### src/rtl/noc_pkg.sv
// noc_pkg: shared NoC router types and dimensions.
//   PORT_N     - number of router output ports
//   DATAW      - flit payload width
//   VC_NUM     - number of virtual channels carried in the vch field
//   VCH_W      - width of the vch field ($clog2(VC_NUM))
//   router_i_t - one flit on a router link: payload, VC and valid
package noc_pkg;

  localparam int PORT_N = 5;
  localparam int DATAW  = 16;
  localparam int VC_NUM = 2;
  localparam int VCH_W  = 1;

  typedef struct packed {
    logic [DATAW-1:0] data;
    logic [VCH_W-1:0] vch;
    logic             valid;
  } router_i_t;

endpackage

### src/rtl/flit_demux.sv
// flit_demux: output-direction flit demultiplexer with credit flow control.
//
// One flit stream enters with a one-hot destination select. Flits are kept
// strictly in order in a small FIFO. The head flit is sent to its output port
// only when that (port, VC) pair holds a credit. Every flit leaving the FIFO
// returns one credit upstream.
//
// Ports:
//   clk            in   rising-edge clock
//   rst_n          in   asynchronous active-low reset
//   demux_i        in   incoming flit (data, vch, valid)
//   sel            in   one-hot destination port, qualified by demux_i.valid
//   demux_o        out  per-port registered flit outputs
//   credit_i       in   per-(port, VC) credit-return pulses from downstream
//   credit_o_valid out  one-cycle upstream credit pulse
//   credit_o_vch   out  VC of the returned credit
//   err            out  sticky protocol-error flag (cleared only by reset)
module flit_demux
  import noc_pkg::*;
#(
  parameter int DEPTH     = 4,
  parameter int CRED_INIT = 4,
  parameter int VC_N      = 2
) (
  input  logic                            clk,
  input  logic                            rst_n,
  input  router_i_t                       demux_i,
  input  logic [PORT_N-1:0]               sel,
  output router_i_t [PORT_N-1:0]          demux_o,
  input  logic [PORT_N-1:0][VC_N-1:0]     credit_i,
  output logic                            credit_o_valid,
  output logic [$clog2(VC_N)-1:0]         credit_o_vch,
  output logic                            err
);

  localparam int AW = $clog2(DEPTH);
  localparam int PW = $clog2(PORT_N);
  localparam int VW = $clog2(VC_N);
  localparam int CW = $clog2(CRED_INIT + 1);

  localparam logic [AW:0]       PTR_ONE  = (AW+1)'(1);
  localparam logic [PORT_N-1:0] SEL_ONE  = PORT_N'(1);
  localparam logic [CW-1:0]     CRED_MAX = CW'(CRED_INIT);
  localparam logic [CW-1:0]     CRED_ONE = CW'(1);

  typedef struct packed {
    logic [DATAW-1:0]  data;
    logic [VW-1:0]     vch;
    logic [PORT_N-1:0] sel;
  } entry_t;

  // True when exactly one bit of v is set.
  function automatic logic is_onehot(input logic [PORT_N-1:0] v);
    return (v != '0) && ((v & (v - SEL_ONE)) == '0);
  endfunction

  // Index of the set bit of a one-hot vector (highest set bit otherwise).
  function automatic logic [PW-1:0] onehot_idx(input logic [PORT_N-1:0] v);
    logic [PW-1:0] idx;
    idx = '0;
    for (int i = 0; i < PORT_N; i++) begin
      if (v[i]) begin
        idx = PW'(i);
      end else begin
        idx = idx;
      end
    end
    return idx;
  endfunction

  // State
  entry_t          mem_q [DEPTH];
  entry_t          mem_d [DEPTH];
  logic [AW:0]     wr_ptr_q, wr_ptr_d;
  logic [AW:0]     rd_ptr_q, rd_ptr_d;
  logic [CW-1:0]   cred_q [PORT_N][VC_N];
  logic [CW-1:0]   cred_d [PORT_N][VC_N];
  router_i_t [PORT_N-1:0] demux_d, demux_q;
  logic            credit_o_valid_d, credit_o_valid_q;
  logic [VW-1:0]   credit_o_vch_d, credit_o_vch_q;
  logic            err_d, err_q;

  // Head-of-line decode
  entry_t          head_s;
  logic            empty_s, full_s;
  logic            head_ok_s;
  logic [PW-1:0]   head_port_s;
  logic [CW-1:0]   head_cred_s;
  logic            pop_s, push_s, drop_s;
  logic [PORT_N-1:0][VC_N-1:0] dec_s;
  logic            sat_s;

  // Decode the FIFO head and decide push/pop/drop for this cycle.
  always_comb begin
    head_s      = mem_q[rd_ptr_q[AW-1:0]];
    empty_s     = (rd_ptr_q == wr_ptr_q);
    // Same slot index with differing wrap bit means the FIFO is full.
    full_s      = (rd_ptr_q[AW] != wr_ptr_q[AW]) &&
                  (rd_ptr_q[AW-1:0] == wr_ptr_q[AW-1:0]);
    head_ok_s   = is_onehot(head_s.sel);
    head_port_s = onehot_idx(head_s.sel);
    if (head_ok_s) begin
      head_cred_s = cred_q[head_port_s][head_s.vch];
    end else begin
      head_cred_s = '0;
    end
    // A malformed head is always discarded; a good head waits for a credit.
    pop_s  = !empty_s && (!head_ok_s || (head_cred_s != '0));
    // A pop in the same cycle frees a slot, so a full FIFO can still accept.
    push_s = demux_i.valid && (!full_s || pop_s);
    drop_s = demux_i.valid && full_s && !pop_s;
  end

  // FIFO storage and pointer update.
  always_comb begin
    mem_d    = mem_q;
    wr_ptr_d = wr_ptr_q;
    rd_ptr_d = rd_ptr_q;
    if (push_s) begin
      mem_d[wr_ptr_q[AW-1:0]] = '{data: demux_i.data, vch: demux_i.vch, sel: sel};
      wr_ptr_d = wr_ptr_q + PTR_ONE;
    end else begin
      wr_ptr_d = wr_ptr_q;
    end
    if (pop_s) begin
      rd_ptr_d = rd_ptr_q + PTR_ONE;
    end else begin
      rd_ptr_d = rd_ptr_q;
    end
  end

  // Which (port, VC) counter the current pop consumes.
  always_comb begin
    dec_s = '0;
    for (int p = 0; p < PORT_N; p++) begin
      for (int c = 0; c < VC_N; c++) begin
        dec_s[p][c] = pop_s && head_ok_s &&
                      (head_port_s == PW'(p)) && (head_s.vch == VW'(c));
      end
    end
  end

  // Credit counters: send decrements, credit_i increments, both cancel out.
  always_comb begin
    cred_d = cred_q;
    sat_s  = 1'b0;
    for (int p = 0; p < PORT_N; p++) begin
      for (int c = 0; c < VC_N; c++) begin
        if (credit_i[p][c] && !dec_s[p][c]) begin
          if (cred_q[p][c] == CRED_MAX) begin
            // Downstream returned more credits than it was given.
            sat_s = 1'b1;
          end else begin
            cred_d[p][c] = cred_q[p][c] + CRED_ONE;
          end
        end else if (dec_s[p][c] && !credit_i[p][c]) begin
          cred_d[p][c] = cred_q[p][c] - CRED_ONE;
        end else begin
          cred_d[p][c] = cred_q[p][c];
        end
      end
    end
  end

  // Next-state of the registered outputs and the sticky error flag.
  always_comb begin
    demux_d          = '0;
    credit_o_valid_d = pop_s;
    credit_o_vch_d   = '0;
    if (pop_s) begin
      credit_o_vch_d = head_s.vch;
      if (head_ok_s) begin
        demux_d[head_port_s].data  = head_s.data;
        demux_d[head_port_s].vch   = head_s.vch;
        demux_d[head_port_s].valid = 1'b1;
      end else begin
        demux_d = '0;
      end
    end else begin
      credit_o_vch_d = '0;
    end
    err_d = err_q | drop_s | (pop_s && !head_ok_s) | sat_s;
  end

  // All state registers; reset empties the FIFO and restores every credit.
  always_ff @(posedge clk or negedge rst_n) begin
    if (!rst_n) begin
      for (int i = 0; i < DEPTH; i++) begin
        mem_q[i] <= '0;
      end
      wr_ptr_q <= '0;
      rd_ptr_q <= '0;
      for (int p = 0; p < PORT_N; p++) begin
        for (int c = 0; c < VC_N; c++) begin
          cred_q[p][c] <= CRED_MAX;
        end
      end
      demux_q          <= '0;
      credit_o_valid_q <= 1'b0;
      credit_o_vch_q   <= '0;
      err_q            <= 1'b0;
    end else begin
      mem_q            <= mem_d;
      wr_ptr_q         <= wr_ptr_d;
      rd_ptr_q         <= rd_ptr_d;
      cred_q           <= cred_d;
      demux_q          <= demux_d;
      credit_o_valid_q <= credit_o_valid_d;
      credit_o_vch_q   <= credit_o_vch_d;
      err_q            <= err_d;
    end
  end

  assign demux_o        = demux_q;
  assign credit_o_valid = credit_o_valid_q;
  assign credit_o_vch   = credit_o_vch_q;
  assign err            = err_q;

endmodule

### config.mk
export PLATFORM = sky130hd
export DESIGN_NAME = flit_demux
export DESIGN_NICKNAME = d
export VERILOG_FILES = /design/src/rtl/noc_pkg.sv /design/src/rtl/flit_demux.sv
export SDC_FILE = /design/constraint.sdc
export NUM_CORES = 1
export LEC_CHECK = 0
export CAP_MARGIN = 20
export CORE_MARGIN = 10
export CORE_UTILIZATION = 51
export CTS_CLUSTER_DIAMETER = 100
export DETAILED_ROUTE_END_ITERATION = 10
export GPL_TIMING_DRIVEN = 0
export HOLD_SLACK_MARGIN = 0.1
export PLACE_DENSITY = 0.77
export SYNTH_ARGS = -nofsm -noshare
export SYNTH_HDL_FRONTEND = slang
export SYNTH_SLANG_ARGS = --single-unit
### constraint.sdc
create_clock -name clk -period 6.98 [get_ports clk]
set_clock_uncertainty 0.15 [all_clocks]
set_input_delay 1.396 -clock clk [delete_from_list [all_inputs] [get_ports clk]]
set_output_delay 1.396 -clock clk [all_outputs]
set_load 0.1 [all_outputs]
==> results.md <==
- Synthesized area: 0.0103 mm2
- Setup WS post-layout: 2.41 ns
- Synth cell types: 73
- Cells after Synth: 786
- Die Height: 162 um
- Vias in the first global route: 6797
- I/O Buffers: 123
- TritonCTS Sinks: 217
- Final setup violation count: 0
- DR DRC count: 0
- Hold endpoint: mem_q[20]
- Worst reg2reg path startpoint: rd_ptr_q[1]
- Final Util: 0.647
- Async SR Flop Fraction: 1.00
- Post-cts gate resize count: 0
- Boundary Pins: 128
- Post-synth top area share: 0.503
- Postcts setup bufs: 0
- DRT iter0 DRCs: 484
- CP Max Fanout: 10
- Final slew viol count: 0
- WP data required: 7.26 ns
- FF+latch count, synth: 217
- Antenna viol nets, final: 0
- Seq/Total Area, Yosys: 0.528
- Drt first pass iters: 5
- Largest net degree at the start of global routing: 112
- Final WL: 23900 um
- Worst Setup Start Kind: flop
- Ys flop type: dfrtp_1
- CP delay by family, top: compound AO/OA/AOI/OAI gates
- Crit. End Element: flop
- Area post-placement: 0.0119 mm2
- Die width: 162 um
- Worst path bufs/invs: 2
- Synth top area cells: dfrtp_1 50%, mux2_4 12%, mux4_2 4.8%
- Htree depth: 1
- Initial Util: 0.524
- FF-to-FF path depth: 12
- Worst slew pin tran: 1.04 ns
- Crit Path Category: reg2reg
- Row count: 51
- Core area: 0.0197 mm2
- DR vias/cell: 5.52
- RR Endpoint: cred_q[14]
- Root buf cell: clkbuf_16
- Synth warn: 0
- Cts hold-fix bufs: 0
- Final GP Congestion: 0.866
- Hpwl dp: 17000 um
- GRT overflow: 0
- Layout cells sized above 1: 0.213
- Slew Limit Headroom: 0.305
- First-pass GRT wire length: 38500 um
- Worst Path Arrival: 4.85 ns
- Synth cell count leaders: 207 x dfrtp_1, 79 x mux2_4, 71 x and2_1
- Syn_nets: 836
- HP Class: reg2reg
- DR vias: 6728
- Most frequent cell after synthesis: dfrtp_1
- RSZ-0062 raised after global routing: no
- Max Buffers Root-to-Sink: 3
- Slowest cell delay on critical path: 0.61 ns
- Worst-path clk slew: 0.06 ns
- Fin Setup TNS: 0 ns
- Fin crit period: 4.57 ns
- Post-synth EDFFs: 0
- Hold path depth: 1
- Max cap viols: 0
- Final hold viol count: 0
- CP max stage cell: o311ai_1
- Max frequency: 219 MHz
- Clk Latency, worst-skew pair: 0.52 ns
- CP cell instances: mux4_2 -> clkbuf_1 -> o311ai_1 -> o31ai_1 -> a21oi_4 -> nand3_4 -> nand2_1 -> clkbuf_1 -> nand2_1 -> fa_1 -> or4_1 -> o221ai_1
- R2R setup slack: 2.41 ns
- Setup WS pre-CTS: 2.57 ns
- Initial antenna violation count: 1
- Total CTS buffers: 23
- All-layer global routing usage: 0.181
- Final nets: 986
- Tcrit/Tclk final: 0.654
- Hold Path Origin: mem_q[20]
- Area leader, netlist: dfrtp_1
- Outcome: completed
- DR WL/cell: 19.6 um
- Die footprint: 0.0263 mm2
- Area Overhead vs Synth: 23.5%
- CTS tree: yes
- Final instance area: 0.0127 mm2
- Mean Syn Cell Area: 13.1 um2
metrics by stage:
stage | cells | hold slack [ns]
final | 1219 | 0.355
after global routing | 1218 | 0.371
after CTS | 1217 | 0.360
after detailed placement | 1175 | 0.341
after global placement | 1174 | 0.325
after floorplan | 786 | 0.312
routing by layer:
metal  up-vias  global-route usage  routed length, um
met5         -                   0                  0
li1       3103                   -                  -
met1      3409               0.243              10600
met3        37              0.0364               1340
met2       179               0.291              11500
met4         0              0.0500                464
registers in the layout, summed over array words and instances (netlist names):
name	count
cred_q	30
mem_q	88
wr_ptr_q	3
demux_o	90
rd_ptr_q	3
credit_o_valid	1
err	1
credit_o_vch	1
kinds of logic after synthesis:
kind of cell	count (synthesis)	share of synthesized area
mux	130	0.194
simple gates	213	0.118
buf+inv	72	0.0377
xor+xnor	14	0.0119
flops	217	0.528
compound gates	125	0.0850
fa+ha+maj	15	0.0255
area by class of cell:
type                       instances  area [um2]
inverter                          30         113
clock buffer                      33         673
multi-input combinational        497        4470
antenna                            1        2.50
tap                              265         332
timing repair buffer             125        1270
sequential                       217        5440
clock inverter                     9         140
buffer                            42         275
fill                            1446        6940
how the worst max path moves through the flow:
stage	start	to	slack, ns	depth (start not counted)
2_1_floorplan	rd_ptr_q[0]	cred_q[14]	3.23	13
3_3_place_gp	rst_n	cred_q[0]	-4.45	1
3_5_place_dp	rd_ptr_q[1]	cred_q[14]	2.57	12
4_1_cts	rd_ptr_q[1]	cred_q[14]	2.53	12
5_1_grt	rd_ptr_q[1]	cred_q[29]	2.19	11
6_report	rd_ptr_q[1]	cred_q[14]	2.41	12
placed cells by master (no fill, tap or decap), types with 5 or more instances in the layout:
cell and n:
a22oi_1 6, nor4_1 5, nand3_1 14, clkbuf_8 6
inv_1 29, mux2_4 79, and2_1 71, xnor2_1 11
a21oi_1 31, and3_1 17, a31oi_1 6, clkbuf_1 28
mux4_2 22, ha_1 5, dfrtp_1 207, nand4_1 5
o21ai_0 19, buf_6 15, o211ai_1 5, dfstp_2 10
nand2b_1 13, mux2i_1 11, clkdlybuf4s50_1 122, clkbuf_16 23
fa_1 10, a211oi_1 6, nand2_1 28, nor2_1 25
nor3_1 8, mux2_2 18
worst reg2reg max path: stages (launching register included):
cell,delay [ns]
dfrtp_1,0.51
mux4_2,0.56
clkbuf_1,0.28
o311ai_1,0.62
o31ai_1,0.22
a21oi_4,0.32
nand3_4,0.17
nand2_1,0.15
clkbuf_1,0.36
nand2_1,0.13
fa_1,0.45
or4_1,0.48
o221ai_1,0.08
Power is not shown: default switching activity piles up to over one toggle a cycle in this logic, so the estimate is an artifact.
